--- config.mk ---
export PLATFORM = sky130hd
export DESIGN_NAME = nn_neuron_engine
export DESIGN_NICKNAME = d
export VERILOG_FILES = /design/src/rtl/nn_pkg.sv /design/src/rtl/nn_mac_unit.sv /design/src/rtl/nn_neuron_engine.sv
export SDC_FILE = /design/constraint.sdc
export NUM_CORES = 1
export LEC_CHECK = 0
export ABC_AREA = 1
export CAP_MARGIN = 40
export CORE_MARGIN = 2
export CORE_UTILIZATION = 53
export DETAILED_ROUTE_END_ITERATION = 8
export PLACE_DENSITY = 0.8
export SLEW_MARGIN = 15
export SYNTH_ARGS = -nofsm -noshare
export SYNTH_HDL_FRONTEND = slang
export SYNTH_SLANG_ARGS = --single-unit
--- constraint.sdc ---
create_clock -name clk -period 5.5 [get_ports clk]
set_input_delay 1.65 -clock clk [delete_from_list [all_inputs] [get_ports clk]]
set_output_delay 1.65 -clock clk [all_outputs]
set_load 0.05 [all_outputs]
--- src/rtl/nn_pkg.sv ---
// Shared types, widths and the activation helper for the single-neuron engine.
// No ports. Imported by nn_mac_unit and nn_neuron_engine.
package nn_pkg;

    localparam int unsigned N_PIX  = 9;   // pixels per 3x3 image
    localparam int unsigned PIX_W  = 8;   // unsigned pixel width
    localparam int unsigned WT_W   = 8;   // signed weight/bias width
    localparam int unsigned ACC_W  = 21;  // 9 products plus bias never overflow this
    localparam int unsigned PROD_W = 17;  // {0,pix} (9b signed) x weight (8b signed)
    localparam int unsigned CNT_W  = 4;
    localparam int unsigned IMG_W  = N_PIX * PIX_W;

    typedef enum logic [1:0] {
        IDLE,
        MAC,
        ACT,
        DONE
    } state_t;

    // ReLU, arithmetic right shift, then clamp to the 8-bit unsigned output range.
    function automatic logic [PIX_W-1:0] sat_relu(input logic signed [ACC_W-1:0] acc,
                                                  input logic [3:0]              shift);
        logic signed [ACC_W-1:0] r;
        logic signed [ACC_W-1:0] max_out;
        max_out = ACC_W'(255);
        r       = acc >>> shift;
        if (acc[ACC_W-1]) begin
            return '0;
        end else if (r > max_out) begin
            return '1;
        end
        return r[PIX_W-1:0];
    endfunction

endpackage

--- src/rtl/nn_mac_unit.sv ---
// Serial multiply-accumulate: unsigned pixel times signed weight, summed into a signed
// accumulator.
// Ports:
//   clk, rst  - clock and synchronous active-high reset (clears the accumulator)
//   load_i    - load accumulator with the sign-extended bias
//   en_i      - add the current pixel*weight product
//   pix_i     - unsigned pixel
//   wt_i      - signed weight
//   bias_i    - signed bias
//   acc_o     - signed running sum
module nn_mac_unit
    import nn_pkg::*;
(
    input  logic                    clk,
    input  logic                    rst,
    input  logic                    load_i,
    input  logic                    en_i,
    input  logic [PIX_W-1:0]        pix_i,
    input  logic signed [WT_W-1:0]  wt_i,
    input  logic signed [WT_W-1:0]  bias_i,
    output logic signed [ACC_W-1:0] acc_o
);

    logic signed [PROD_W-1:0] pix_ext;
    logic signed [PROD_W-1:0] wt_ext;
    logic signed [PROD_W-1:0] prod;
    logic signed [ACC_W-1:0]  acc_q, acc_d;

    always_comb begin
        // Pixel is zero-extended so it stays positive in the signed multiply.
        pix_ext = {{(PROD_W - PIX_W){1'b0}}, pix_i};
        wt_ext  = {{(PROD_W - WT_W){wt_i[WT_W-1]}}, wt_i};
        prod    = pix_ext * wt_ext;
        acc_d   = acc_q;
        if (load_i) begin
            acc_d = {{(ACC_W - WT_W){bias_i[WT_W-1]}}, bias_i};
        end else if (en_i) begin
            acc_d = acc_q + {{(ACC_W - PROD_W){prod[PROD_W-1]}}, prod};
        end
    end

    always_ff @(posedge clk) begin
        if (rst) begin
            acc_q <= '0;
        end else begin
            acc_q <= acc_d;
        end
    end

    assign acc_o = acc_q;

endmodule

--- src/rtl/nn_neuron_engine.sv ---
// Single-neuron inference engine: latches a 3x3 8-bit image, runs 9 serial signed MACs on
// top of a bias, then applies ReLU, a fixed right shift and saturation to 8 bits.
// Ports:
//   clk, rst              - clock and synchronous active-high reset
//   in_valid/in_ready     - image handshake; InputImage sampled only on accept
//   InputImage            - pixel k at [8k+7:8k]
//   result/out_valid/out_ready - result handshake; result held until accepted
//   wt_we/wt_addr/wt_data - weight (addr 0..8) and bias (addr 9) writes, honoured in IDLE only
module nn_neuron_engine
    import nn_pkg::*;
#(
    parameter int unsigned SHIFT = 4
) (
    input  logic              clk,
    input  logic              rst,
    input  logic              in_valid,
    output logic              in_ready,
    input  logic [IMG_W-1:0]  InputImage,
    output logic [PIX_W-1:0]  result,
    output logic              out_valid,
    input  logic              out_ready,
    input  logic              wt_we,
    input  logic [3:0]        wt_addr,
    input  logic [WT_W-1:0]   wt_data
);

    localparam logic [3:0] ShiftAmt = SHIFT[3:0];

    state_t                  state_q, state_d;
    logic [CNT_W-1:0]        cnt_q, cnt_d;
    logic [IMG_W-1:0]        img_q, img_d;
    logic signed [WT_W-1:0]  wt_q [N_PIX+1];
    logic signed [WT_W-1:0]  wt_d [N_PIX+1];
    logic [PIX_W-1:0]        result_q, result_d;
    logic                    out_valid_q, out_valid_d;

    logic                    mac_load;
    logic                    mac_en;
    logic [PIX_W-1:0]        pix_cur;
    logic signed [WT_W-1:0]  wt_cur;
    logic signed [ACC_W-1:0] acc;

    assign pix_cur = img_q[PIX_W*cnt_q +: PIX_W];
    assign wt_cur  = wt_q[cnt_q];

    nn_mac_unit u_mac (
        .clk    (clk),
        .rst    (rst),
        .load_i (mac_load),
        .en_i   (mac_en),
        .pix_i  (pix_cur),
        .wt_i   (wt_cur),
        .bias_i (wt_q[N_PIX]),
        .acc_o  (acc)
    );

    always_comb begin
        state_d     = state_q;
        cnt_d       = cnt_q;
        img_d       = img_q;
        wt_d        = wt_q;
        result_d    = result_q;
        out_valid_d = out_valid_q;
        mac_load    = 1'b0;
        mac_en      = 1'b0;

        unique case (state_q)
            IDLE: begin
                // Weights only change between images so an image in flight sees one set.
                if (wt_we && (wt_addr <= 4'(N_PIX))) begin
                    wt_d[wt_addr] = wt_data;
                end
                if (in_valid) begin
                    img_d    = InputImage;
                    cnt_d    = '0;
                    mac_load = 1'b1;
                    state_d  = MAC;
                end
            end
            MAC: begin
                mac_en = 1'b1;
                cnt_d  = cnt_q + 1'b1;
                if (cnt_q == CNT_W'(N_PIX - 1)) begin
                    state_d = ACT;
                end
            end
            ACT: begin
                result_d    = sat_relu(acc, ShiftAmt);
                out_valid_d = 1'b1;
                state_d     = DONE;
            end
            DONE: begin
                if (out_ready) begin
                    out_valid_d = 1'b0;
                    state_d     = IDLE;
                end
            end
            default: state_d = IDLE;
        endcase
    end

    always_ff @(posedge clk) begin
        if (rst) begin
            state_q     <= IDLE;
            cnt_q       <= '0;
            img_q       <= '0;
            result_q    <= '0;
            out_valid_q <= 1'b0;
            for (int i = 0; i <= N_PIX; i++) begin
                wt_q[i] <= '0;
            end
        end else begin
            state_q     <= state_d;
            cnt_q       <= cnt_d;
            img_q       <= img_d;
            result_q    <= result_d;
            out_valid_q <= out_valid_d;
            wt_q        <= wt_d;
        end
    end

    assign in_ready  = (state_q == IDLE);
    assign result    = result_q;
    assign out_valid = out_valid_q;

endmodule

# Word-level counts from Yosys, hierarchy flattened
# Cells that the tools add are included.
[op_classes]
reduce_logical = 11
div_mod_pow = 0
order_cmp = 5
muxes = 25
eq_ne = 7
mul = 1
addsub = 2
bitwise_logic = 2
n_shift = 1
[op_table]
columns = ["cell", "count"]
rows = [
  ["$bwmux W80", 1],
  ["$shiftx A72 B8 Y8", 1],
  ["$mux W8", 6],
  ["$mux W21", 2],
  ["$bmux W8 S4", 1],
  ["$demux W8 S4", 1],
  ["$add A21 B21 Y21", 1],
  ["$gt A17 B9 Y1 const B", 1],
  ["$mul A9 B8 Y17", 1],
  ["$ge A5 B5 Y1 const B", 2],
  ["$not A4 Y5", 2],
  ["$pmux W2 S4", 1],
  ["$pmux W4 S2", 1],
  ["$reduce_and A2 Y1", 4],
  ["$mux W1", 7],
  ["$mux W2", 3],
  ["$ne A2 B2 Y1 const B", 3],
  ["$reduce_bool A2 Y1", 3],
  ["$lt A5 B1 Y1 const B", 1],
  ["$add A4 B1 Y4 const B", 1],
  ["$eq A2 B2 Y1 const B", 2],
  ["$eq A4 B4 Y1 const B", 1],
  ["$le A4 B4 Y1 const B", 1],
  ["$mux W4", 1],
  ["other kinds (5)", 6],
]
[word_totals]
rom_bits = 0
mem_count = 0
output_inout_bits = 10
reg_bits = 188
inputBits = 89
latchBits = 0
mem_bits_rw = 0
wordCells = 70

# Logic depth before layout (Yosys ltp)
# Gate-level depths: netlist (run 1).
[logic_depth]
ltp_word = 8
depth_mapped = 38
depth_no_buf = 37

# By module
# Synthesis (run 1) repeated with hierarchy kept, for this count alone.
[hier_totals]
hier_cells = 1722
area_unflattened_um2 = 11790.1
[by_module_without_submodules]
columns = ["module", "cells_each", "instances", "seq_area_each_um2", "area_per_inst_um2"]
rows = [
  ["nn_neuron_engine", 1076, 1, 3343.2, 7470.9],
  ["nn_mac_unit", 646, 1, 420.4, 4319.1],
]

# Worst setup path after synthesis (run 1)
# Ideal clock, no wire load.
[synth_timing]
path_kind = "register -> register"
startpoint = "reg cnt_q[0]"
endpoint = "reg u_mac.acc_q[20] (netlist: u_mac.acc_o[20])"
synth_period_minus_slack_ns = 5.945
path_slack_ns = -0.445
setup_ns = 0.070
arrival_time_ns = 5.875
required_time_ns = 5.430
path_buffers = 3
path_stages_with_launch = 35
cell_sequence = "dfxtp_1 -> buf_2 -> buf_4 -> buf_2 -> o21ai_0 -> a32o_1 -> nand2_1 -> inv_1 -> fa_1 -> inv_1 -> fa_1 -> inv_1 -> fa_1 -> inv_1 -> fa_1 -> inv_1 -> ha_1 -> nand2_1 -> nor2_1 -> a21oi_1 -> o21ai_0 -> a21oi_1 -> xor2_1 -> inv_1 -> ha_1 -> nand2_1 -> inv_1 -> nand2_1 -> nor3_1 -> nand3_1 -> inv_1 -> nor2_1 -> nand3_1 -> nand3_1 -> a21oi_1"
[synth_between]
elab_chain_cells = 8
word_cells_on_any_way = 9
cone_classes = "1 x add/sub; 1 x mul; 1 x shift; 5 x mux; 1 x bitwise"
[synth_lines]
columns = ["item", "line", "text"]
rows = [
  ["from (decl)", "nn_neuron_engine.sv:30", "logic [CNT_W-1:0] cnt_q, cnt_d;"],
  ["from (signal assigned)", "nn_neuron_engine.sv:114", "cnt_q <= cnt_d;"],
  ["parallel branches: the longest is 4 deep, another holds $shiftx A72 B8 Y8", "-", ""],
  ["$mul A9 B8 Y17 *", "nn_mac_unit.sv:33", "prod = pix_ext * wt_ext;"],
  ["$add A21 B21 Y21 *", "nn_mac_unit.sv:38", "acc_d = acc_q + {{(ACC_W - PROD_W){prod[PROD_W-1]}}, prod};"],
  ["$mux W21 *", "nn_mac_unit.sv:37", "end else if (en_i) begin"],
  ["$mux W21 *", "nn_mac_unit.sv:35", "if (load_i) begin"],
  ["to (signal assigned)", "nn_mac_unit.sv:44", "acc_q <= '0;"],
  ["to (signal assigned)", "nn_mac_unit.sv:46", "acc_q <= acc_d;"],
  ["to (decl)", "nn_mac_unit.sv:27", "logic signed [ACC_W-1:0] acc_q, acc_d;"],
]
# Every way passes the cells marked *. The select of a mux whose other input is x is not followed.
# A chain may end at the register's enable or synchronous reset.

# Worst setup path after layout (run 1)
# Ends and elaborated chain as after synthesis.

==> impl_metrics.toml, run 1 <==
[pwr]
internal_power_mw = 4.45
seqPwrFrac_pct = 22.1
sw_frac_of_total_pct = 45.4
combPwrFrac_pct = 62.0
power.density_mw_per_mm2 = 518
vdd_drop_max_v = 0.000316
power.switching_mw = 3.69
p_leak_nw = 7.26
pwr-share-clk_pct = 16.0

[grt]
grt_pass1_vias = 12100
antenna_found_initial = 0
grt_overflow = 0
track_usage_pct = 30.5
grt_pass1_wl_mm = 58.4
grt_max_degree = 144

[sta]
setup_slack_ns = -0.672
whs_ns = 0.450
rsz0062_at_grt = "true"
worstMarginPinSlew_ns = 0.851
finalSetupViolCount = 14
fin_crit_ns = 6.17
fin_crit_sh_pct = 112
worst_clock_skew_ns = 0.0151
slew_headroom_pct = 43.3
fmax_ghz = 0.162
drv_slew = 0
hold_viol_final = 0

[cts]
htreeDepth = 4
clockBufferDepth = 2
cts_buffers = 17
ctsHoldBuffers = 0
clkLatencyLatePin_ns = 0.46
path_clk_slew_ns = 0.08
root_buffer = "clkbuf_16"
cts_tree = "built"
clock-sinks = 188

[floorplan]
fp.dieW_um = 153
rows = 54
die_y_um = 153
core_mm2 = 0.0218
ios = 99
start_util_pct = 53.9
die_area_mm2 = 0.0233

[final_layout]
finish.utilization_pct = 72.3
drive_above_1_share_pct = 20.9
postLayoutCellArea_mm2 = 0.0157
finalNonFillerCells = 2192
n_fill_cell = 1569
antenna_cells = 0
syn_to_final_growth_pct = 34.0
nets = 2096

[yosys]
postSynthCellCount = 1682
synthDistinctLibCells = 45
yosysWarningCount = 0
synth-seq-area-share_pct = 32.1
synth_nets = 1879
synth.avg_cell_area_um2 = 6.98
synthesis.area_mm2 = 0.0117
async_reset_ff_share_pct = 0
synth_ff_type = "dfxtp_1"
synth_seq_cells = 188
synth-edff-count = 0

[setup_path]
crit_family = "adder cells"
arrival_ns = 6.57
critPathLaunchType = "flop"
worstSetupEndpointType = "flop"
path_class = "reg2reg"
critPathMaxStageDelay_ns = 0.57
crit_buf_inv = 8
crit_top_cell = "inv_1"
worstPathRequired_ns = 5.89
cpMaxStageDelayCell = "fa_1"
critPathMaxFanout = 8

[place]
pre_cts_ws_ns = -0.580
io_buffers = 98
dp_cells = 2123
routabilityCongestion = 0.953
detailed_place_hpwl_mm = 24.8
placed_cell_area_mm2 = 0.0140

[detailed_routing]
viasPerCell = 5.75
drt-wirelength-per-cell_um = 17.3
wl_mm = 37.9
drtIter0Drc = 1251
route.detailed.drc = 0
dr.pass1.iters = 7
num_vias = 12600
ant_nets = 0

[outcome]
violations = "setup timing"
run_status = "complete, but fails checks"

[worst_hold_path]
hold_path_class = "reg2reg"

[job]
drv_cap = 0
==> worst min-delay path: stages (launching register included) <==
cell	delay [ns]
dfxtp_1	0.31
inv_1	0.05
a21oi_1	0.05
==> synthesized netlist by cell type, types with 5 or more instances <==
| library cell | count | area, um^2 |
|---|---|---|
| nand2_1 | 202 | 758 |
| nand4_1 | 9 | 56.3 |
| or2_2 | 5 | 31.3 |
| fa_1 | 38 | 761 |
| nand3_1 | 70 | 350 |
| buf_1 | 14 | 52.6 |
| o21ai_0 | 240 | 1200 |
| nor2_1 | 313 | 1170 |
| xnor2_1 | 6 | 52.6 |
| inv_1 | 222 | 833 |
| dfxtp_1 | 188 | 3760 |
| inv_2 | 8 | 30.0 |
| nand2_2 | 10 | 62.6 |
| nor3_1 | 9 | 45.0 |
| buf_2 | 21 | 105 |
| a21oi_1 | 120 | 601 |
| ha_1 | 70 | 876 |
| o21ai_2 | 6 | 52.6 |
| xor2_1 | 10 | 87.6 |
| o221ai_1 | 25 | 219 |
| o211ai_1 | 7 | 52.6 |
| clkbuf_1 | 39 | 146 |
| nor2_4 | 5 | 56.3 |
| a31oi_1 | 7 | 43.8 |
==> sequential cells by signal, indices dropped and copies added (netlist names) <==
name,count
wt_q,80
state_q,2
cnt_q,4
result,8
u_mac.acc_o,21
img_q,72
out_valid,1
==> layout make-up <==
type	instances	area, um^2	share of cell area [%]
Timing Repair Buffer	280	2580	16.4
Clock buffer	18	439	2.79
Inverter	230	872	5.55
Multi-Input combinational cell	1182	7520	47.8
Tap cell	280	350	2.23
Sequential cell	188	3770	24.0
Clock inverter	14	183	1.16
==> path summary, 6_finish.rpt <==
| check | startpoint | to | slack [ns] | depth (start not counted) |
|---|---|---|---|---|
| setup / recovery | cnt_q[0]$_SDFFE_PP0P_ | u_mac.acc_o[20]$_SDFFE_PP0P_ | -0.67 | 32 |
| hold / removal | wt_q[55]$_SDFFE_PP0P_ | wt_q[55]$_SDFFE_PP0P_ | 0.45 | 2 |
| setup reg to reg | cnt_q[0]$_SDFFE_PP0P_ | u_mac.acc_o[20]$_SDFFE_PP0P_ | -0.67 | 32 |
| hold reg to reg | wt_q[55]$_SDFFE_PP0P_ | wt_q[55]$_SDFFE_PP0P_ | 0.45 | 2 |
==> metrics by stage <==
step | TNS, ns | power [mW]
after global routing | -10.36 | 8.60
final | -6.95 | 8.14
after floorplan | -0.0165 | 4.25
after global placement | -4.92 | 5.53
after detailed placement | -5.88 | 5.61
after CTS | -3.47 | 7.25
==> kinds of logic after synthesis <==
family          count (synthesis)  synth area share, %
buf+inv                       312                 10.5
simple gates                  636                 22.7
fa+ha+maj                     108                 13.9
flops                         188                 32.1
compound gates                422                 19.6
xor+xnor                       16                 1.19
==> cell usage in the layout (no fill, tap or decap), types with 12 or more instances in the layout <==
cell type / netlist / layout
a21oi_1: 120 / 98
a21oi_2: 0 / 16
buf_4: 3 / 158
clkbuf_16: 0 / 18
clkdlybuf4s50_1: 0 / 98
dfxtp_1: 188 / 185
fa_1: 38 / 35
ha_1: 70 / 53
ha_4: 0 / 15
inv_1: 222 / 207
inv_2: 8 / 21
nand2_1: 202 / 177
nand2_2: 10 / 27
nand3_1: 70 / 59
nand3_2: 1 / 12
nor2_1: 313 / 294
nor2_2: 1 / 13
nor2_4: 5 / 12
o21ai_0: 240 / 200
o21ai_1: 1 / 31
o221ai_1: 25 / 23
==> repair_timing <==
| action | 4_1_cts | 5_1_grt |
|---|---|---|
| endpoints found under the hold margin | 0 | 0 |
| resized for setup | 71 | 118 |
| gates cloned | 3 | 2 |
| buffers inserted | 20 | 13 |
| pin swaps | 37 | 40 |
| endpoints found under the setup margin | 14 | 15 |
==> layer usage <==
metal	routed length [um]	vias up	share of wire, %	track usage, %
li1	-	5908	-	-
met2	18400	589	49	53.0
met4	1610	0	4.3	12.6
met3	2980	164	7.9	5.26
met5	0	-	0	0
met1	14800	5933	39	37.4
==> power groups by stage <==
stage	Sequential, mW	Combinational (mW)	Clock, mW
after global routing	1.82	5.42	1.36
after detailed placement	1.80	3.81	0
after global placement	1.79	3.73	0
final	1.80	5.05	1.30
after floorplan	1.82	2.43	0
after CTS	1.78	4.17	1.30
Power figures use the tool's default switching activity.
==> run 2: changes to the inputs <==
- CORE_UTILIZATION: 53 -> 54
- CTS_BUF_LIST: not set -> sky130_fd_sc_hd__clkbuf_2 sky130_fd_sc_hd__clkbuf_4 sky130_fd_sc_hd__clkbuf_8
- PLACE_DENSITY: 0.8 -> 0.81
- SKIP_LAST_GASP: not set -> 1
==> run 2 against run 1 <==
Effect of this change: the run still ends with setup timing left; routed wire length decreased by 6.1%; critical endpoint unchanged; first-iteration DRC count decreased by 13%; clock power decreased by 23%.
==> impl_metrics.toml, run 2 (synthesis gave the netlist of run 1 again) <==
[cts]
root_buffer = "clkbuf_8"
cts_buffers = 17
path_clk_slew_ns = 0.11
cts_tree = "built"
clkLatencyLatePin_ns = 0.48
htreeDepth = 4
clock-sinks = 188
clockBufferDepth = 2

[grt]
grt_max_degree = 89
grt_pass1_wl_mm = 56.4
antenna_found_initial = 0
grt_overflow = 0
track_usage_pct = 31.4
grt_pass1_vias = 11700

[place]
detailed_place_hpwl_mm = 25.0
pre_cts_ws_ns = -0.591
dp_cells = 2110
routabilityCongestion = 0.976
io_buffers = 98

[pwr]
p_leak_nw = 6.95
power.density_mw_per_mm2 = 491
vdd_drop_max_v = 0.000269

[floorplan]
die_y_um = 151
start_util_pct = 55.5
core_mm2 = 0.0212
rows = 53
ios = 99
die_area_mm2 = 0.0229
fp.dieW_um = 151

[setup_path]
cpMaxStageDelayCell = "fa_1"
cp_num_cells = 32
worstSetupEndpointType = "flop"
critPathLaunchType = "flop"
crit_family = "adder cells"
worstPathRequired_ns = 5.86
arrival_ns = 6.42
crit_buf_inv = 8
worst-r2r-cell-count = 32
critPathMaxFanout = 13
path_class = "reg2reg"
critPathMaxStageDelay_ns = 0.54

[final_layout]
largest_register = "wt_q"
final_cell_mix = "nor2_1 (296), o21ai_0 (216), inv_1 (211)"
nets = 2068
drive_above_1_share_pct = 17.7
antenna_cells = 0
largest_reg_flops = 80
finalNonFillerCells = 2159
layout_commonest_cell = "nor2_1"
syn_to_final_growth_pct = 27.5

[detailed_routing]
route.detailed.drc = 0
num_vias = 12000
drtIter0Drc = 1090
wl_mm = 35.6
ant_nets = 0
drt-wirelength-per-cell_um = 16.5
viasPerCell = 5.55
dr.pass1.iters = 7

[sta]
drv_slew = 0
setup_slack_ns = -0.561
worstMarginPinSlew_ns = 0.864
hold_viol_final = 0
finalSetupViolCount = 14
slew_headroom_pct = 42.4
rsz0062_at_grt = "true"
fin_crit_ns = 6.06
fin_crit_sh_pct = 110
fmax_ghz = 0.165
worst_clock_skew_ns = 0.0225

[job]
drv_cap = 0

[worst_hold_path]
hold_path_depth = 2
hold_path_class = "reg2reg"

[outcome]
run_status = "complete, but fails checks"
violations = "setup timing"
[run 2: area by class of cell]
class	count	area, um^2
clock buffer	20	275
clock inverter	12	148
fill	1690	6200
inverter	230	870
multi-input combinational	1182	7270
sequential	188	3770
tap	275	344
timing repair buffer	252	2270
[run 2: worst reg2reg max path, delay by kind of cell, from the launching register on]
kind | cells | cell delay (ns)
compound gates | 7 | 1.19
xor+xnor | 1 | 0.18
fa+ha+maj | 6 | 2.66
buf+inv | 8 | 0.65
flops | 1 | 0.41
simple gates | 10 | 0.85
[run 2: per-stage QoR]
stage               power (mW)  hold slack [ns]  setup TNS (ns)  cell area [um^2]  utilization, %
floorplan                 4.25            0.420         -0.0165             12000               -
global placement          5.53            0.428           -4.48             13900            65.9
detailed placement        5.63            0.433           -6.05             13900            65.9
CTS                       6.97            0.450           -4.13             14700            69.4
global route              7.83            0.473           -9.19             15000            70.7
finish                    7.34            0.448           -5.54             15000            70.7
[run 2: timing repair]
item                       CTS  global route
hold buffers                 0             0
buffers inserted             4            11
cloned                       2             0
resized for setup           56            57
pin swaps                   33            42
setup endpoints to repair   14            15
[run 2: final timing paths]
check	from	endpoint	slack (ns)
setup / recovery	cnt_q[0]$_SDFFE_PP0P_	u_mac.acc_o[20]$_SDFFE_PP0P_	-0.56
setup reg to reg	cnt_q[0]$_SDFFE_PP0P_	u_mac.acc_o[20]$_SDFFE_PP0P_	-0.56
hold / removal	wt_q[78]$_SDFFE_PP0P_	wt_q[78]$_SDFFE_PP0P_	0.45
hold reg to reg	wt_q[78]$_SDFFE_PP0P_	wt_q[78]$_SDFFE_PP0P_	0.45
[run 2: power by group]
group	switching, mW	leakage [nW]	internal [mW]	total, mW
registers	0.166	1.54	1.60	1.77
logic	2.58	5.19	2.00	4.57
clock network	0.580	0.217	0.418	0.999
[run 2: routing by layer]
| metal | global-route usage, % | vias up | part of all wire, % |
|---|---|---|---|
| li1 | - | 5840 | - |
| met1 | 38.4 | 5593 | 40 |
| met2 | 53.8 | 450 | 49 |
| met3 | 6.02 | 106 | 7.0 |
| met4 | 13.7 | 0 | 4.0 |
| met5 | 0 | - | 0 |
==> run 3: changes to the inputs <==
- RECOVER_POWER: not set -> 25
==> run 3 against run 2 <==
Effect of this change: the flow finishes with violations (capacitance limit, slew limit, setup timing); sequential power is essentially flat; highest routed layer unchanged; utilization fell by 0.17 points; total power about the same; largest cell class unchanged; sequential share of layout area up 0.061 points; worst setup slack got worse by 0.0090 ns; first-iteration DRC count shrank 4.5%; worst hold slack better by 0.0013 ns.
==> impl_metrics.toml, run 3 (synthesis gave the netlist of run 1 again) <==
[detailed_routing]
drtIter0Drc = 1041
ant_nets = 0
route.detailed.drc = 0
wl_mm = 35.6
num_vias = 12000
dr.pass1.iters = 6
drt-wirelength-per-cell_um = 16.5
viasPerCell = 5.57

[pwr]
power.density_mw_per_mm2 = 492
power_mw = 7.34
vdd_drop_max_v = 0.000269
p_leak_nw = 6.93

[floorplan]
die_y_um = 151
fp.dieW_um = 151
ios = 99
core_mm2 = 0.0212
die_area_mm2 = 0.0229
start_util_pct = 55.5
rows = 53

[grt]
grt_pass1_wl_mm = 56.4
grt_overflow = 0
antenna_found_initial = 0
track_usage_pct = 31.4
grt_max_degree = 89
grt_pass1_vias = 11700

[outcome]
violations = "capacitance limit, slew limit, setup timing"
run_status = "complete, but fails checks"

[final_layout]
layout_commonest_cell = "nor2_1"
largest_reg_flops = 80
final_cell_mix = "nor2_1 (297), o21ai_0 (216), inv_1 (213)"
antenna_cells = 0
drive_above_1_share_pct = 17.4
n_fill_cell = 1697
syn_to_final_growth_pct = 27.2
finish.utilization_pct = 70.5
largest_register = "wt_q"
nets = 2068

[cts]
cts_buffers = 17
ctsHoldBuffers = 0
path_clk_slew_ns = 0.12
htreeDepth = 4
cts_tree = "built"
clockBufferDepth = 2
root_buffer = "clkbuf_8"
clock-sinks = 188
clkLatencyLatePin_ns = 0.47

[setup_path]
path_class = "reg2reg"
crit_family = "adder cells"
arrival_ns = 6.43
critPathMaxStageDelay_ns = 0.54
worstSetupEndpointType = "flop"
crit_buf_inv = 8
cpMaxStageDelayCell = "fa_1"
critPathMaxFanout = 13
worstPathRequired_ns = 5.86
critPathLaunchType = "flop"

[place]
routabilityCongestion = 0.976
io_buffers = 98
detailed_place_hpwl_mm = 25.0

[sta]
drv_slew = 46
whs_ns = 0.449
hold_viol_final = 0
fin_crit_ns = 6.07
fmax_ghz = 0.165
worstMarginPinSlew_ns = 1.54
fin_crit_sh_pct = 110
rsz0062_at_grt = "true"
slew_headroom_pct = -2.84
setup_slack_ns = -0.570
worst_clock_skew_ns = 0.0221
finalSetupViolCount = 14

[job]
drv_cap = 1

[worst_hold_path]
hold_path_class = "reg2reg"
[run 3: routing by layer]
layer / GRT usage [%] / wire length, um
met1: 38.4 / 14400
met2: 53.8 / 17400
met3: 6.02 / 2370
met4: 13.7 / 1460
met5: 0 / 0
[run 3: layout make-up]
class                   count  area [um^2]  area share [%]
multi-input cells        1182         7240            48.5
flip-flops and latches    188         3770            25.3
repair buffers            252         2270            15.2
inverters                 230          870            5.83
well taps                 275          344            2.31
clock buffers              20          275            1.85
clock inverters            12          148           0.990
[run 3: worst paths after layout]
| kind | from | endpoint | cells after the start | slack (ns) |
|---|---|---|---|---|
| worst min register to register | wt_q[78]$_SDFFE_PP0P_ | wt_q[78]$_SDFFE_PP0P_ | 2 | 0.45 |
| worst max-delay path | cnt_q[0]$_SDFFE_PP0P_ | u_mac.acc_o[20]$_SDFFE_PP0P_ | 32 | -0.57 |
| worst max register to register | cnt_q[0]$_SDFFE_PP0P_ | u_mac.acc_o[20]$_SDFFE_PP0P_ | 32 | -0.57 |
| worst min-delay path | wt_q[78]$_SDFFE_PP0P_ | wt_q[78]$_SDFFE_PP0P_ | 2 | 0.45 |
[run 3: worst reg2reg max path: cells and delay by family, from the launching register on]
kind                       cells  cell delay [ns]
adders and majority gates      6             2.66
AOI/OAI and AO/OA              7             1.20
and+or+nand+nor               10             0.87
buffers and inverters          8             0.65
DFF                            1             0.41
xor gates and xnor gates       1             0.18
[run 3: report_power, final]
group | internal, mW | switching (mW) | total, mW
logic | 1.99 | 2.58 | 4.57
registers | 1.60 | 0.167 | 1.77
clock network | 0.419 | 0.580 | 0.999
total | 4.02 | 3.33 | 7.34
[run 3: what timing repair did]
action	in CTS	in global routing
endpoints found under the setup margin	14	15
endpoints found under the hold margin	0	0
resized for setup	56	57
gates cloned	2	0
setup buffers	4	11
pin swaps	33	42
[run 3: metrics by stage]
stage	setup TNS (ns)	setup WS (ns)	instances	instance area (um^2)
after CTS	-4.13	-0.474	2148	14700
after global placement	-4.48	-0.440	2110	13900
final	-5.51	-0.570	2159	14900
after floorplan	-0.0165	-0.0165	1682	12000
after global routing	-9.19	-0.822	2159	14900
after detailed placement	-6.05	-0.591	2110	13900
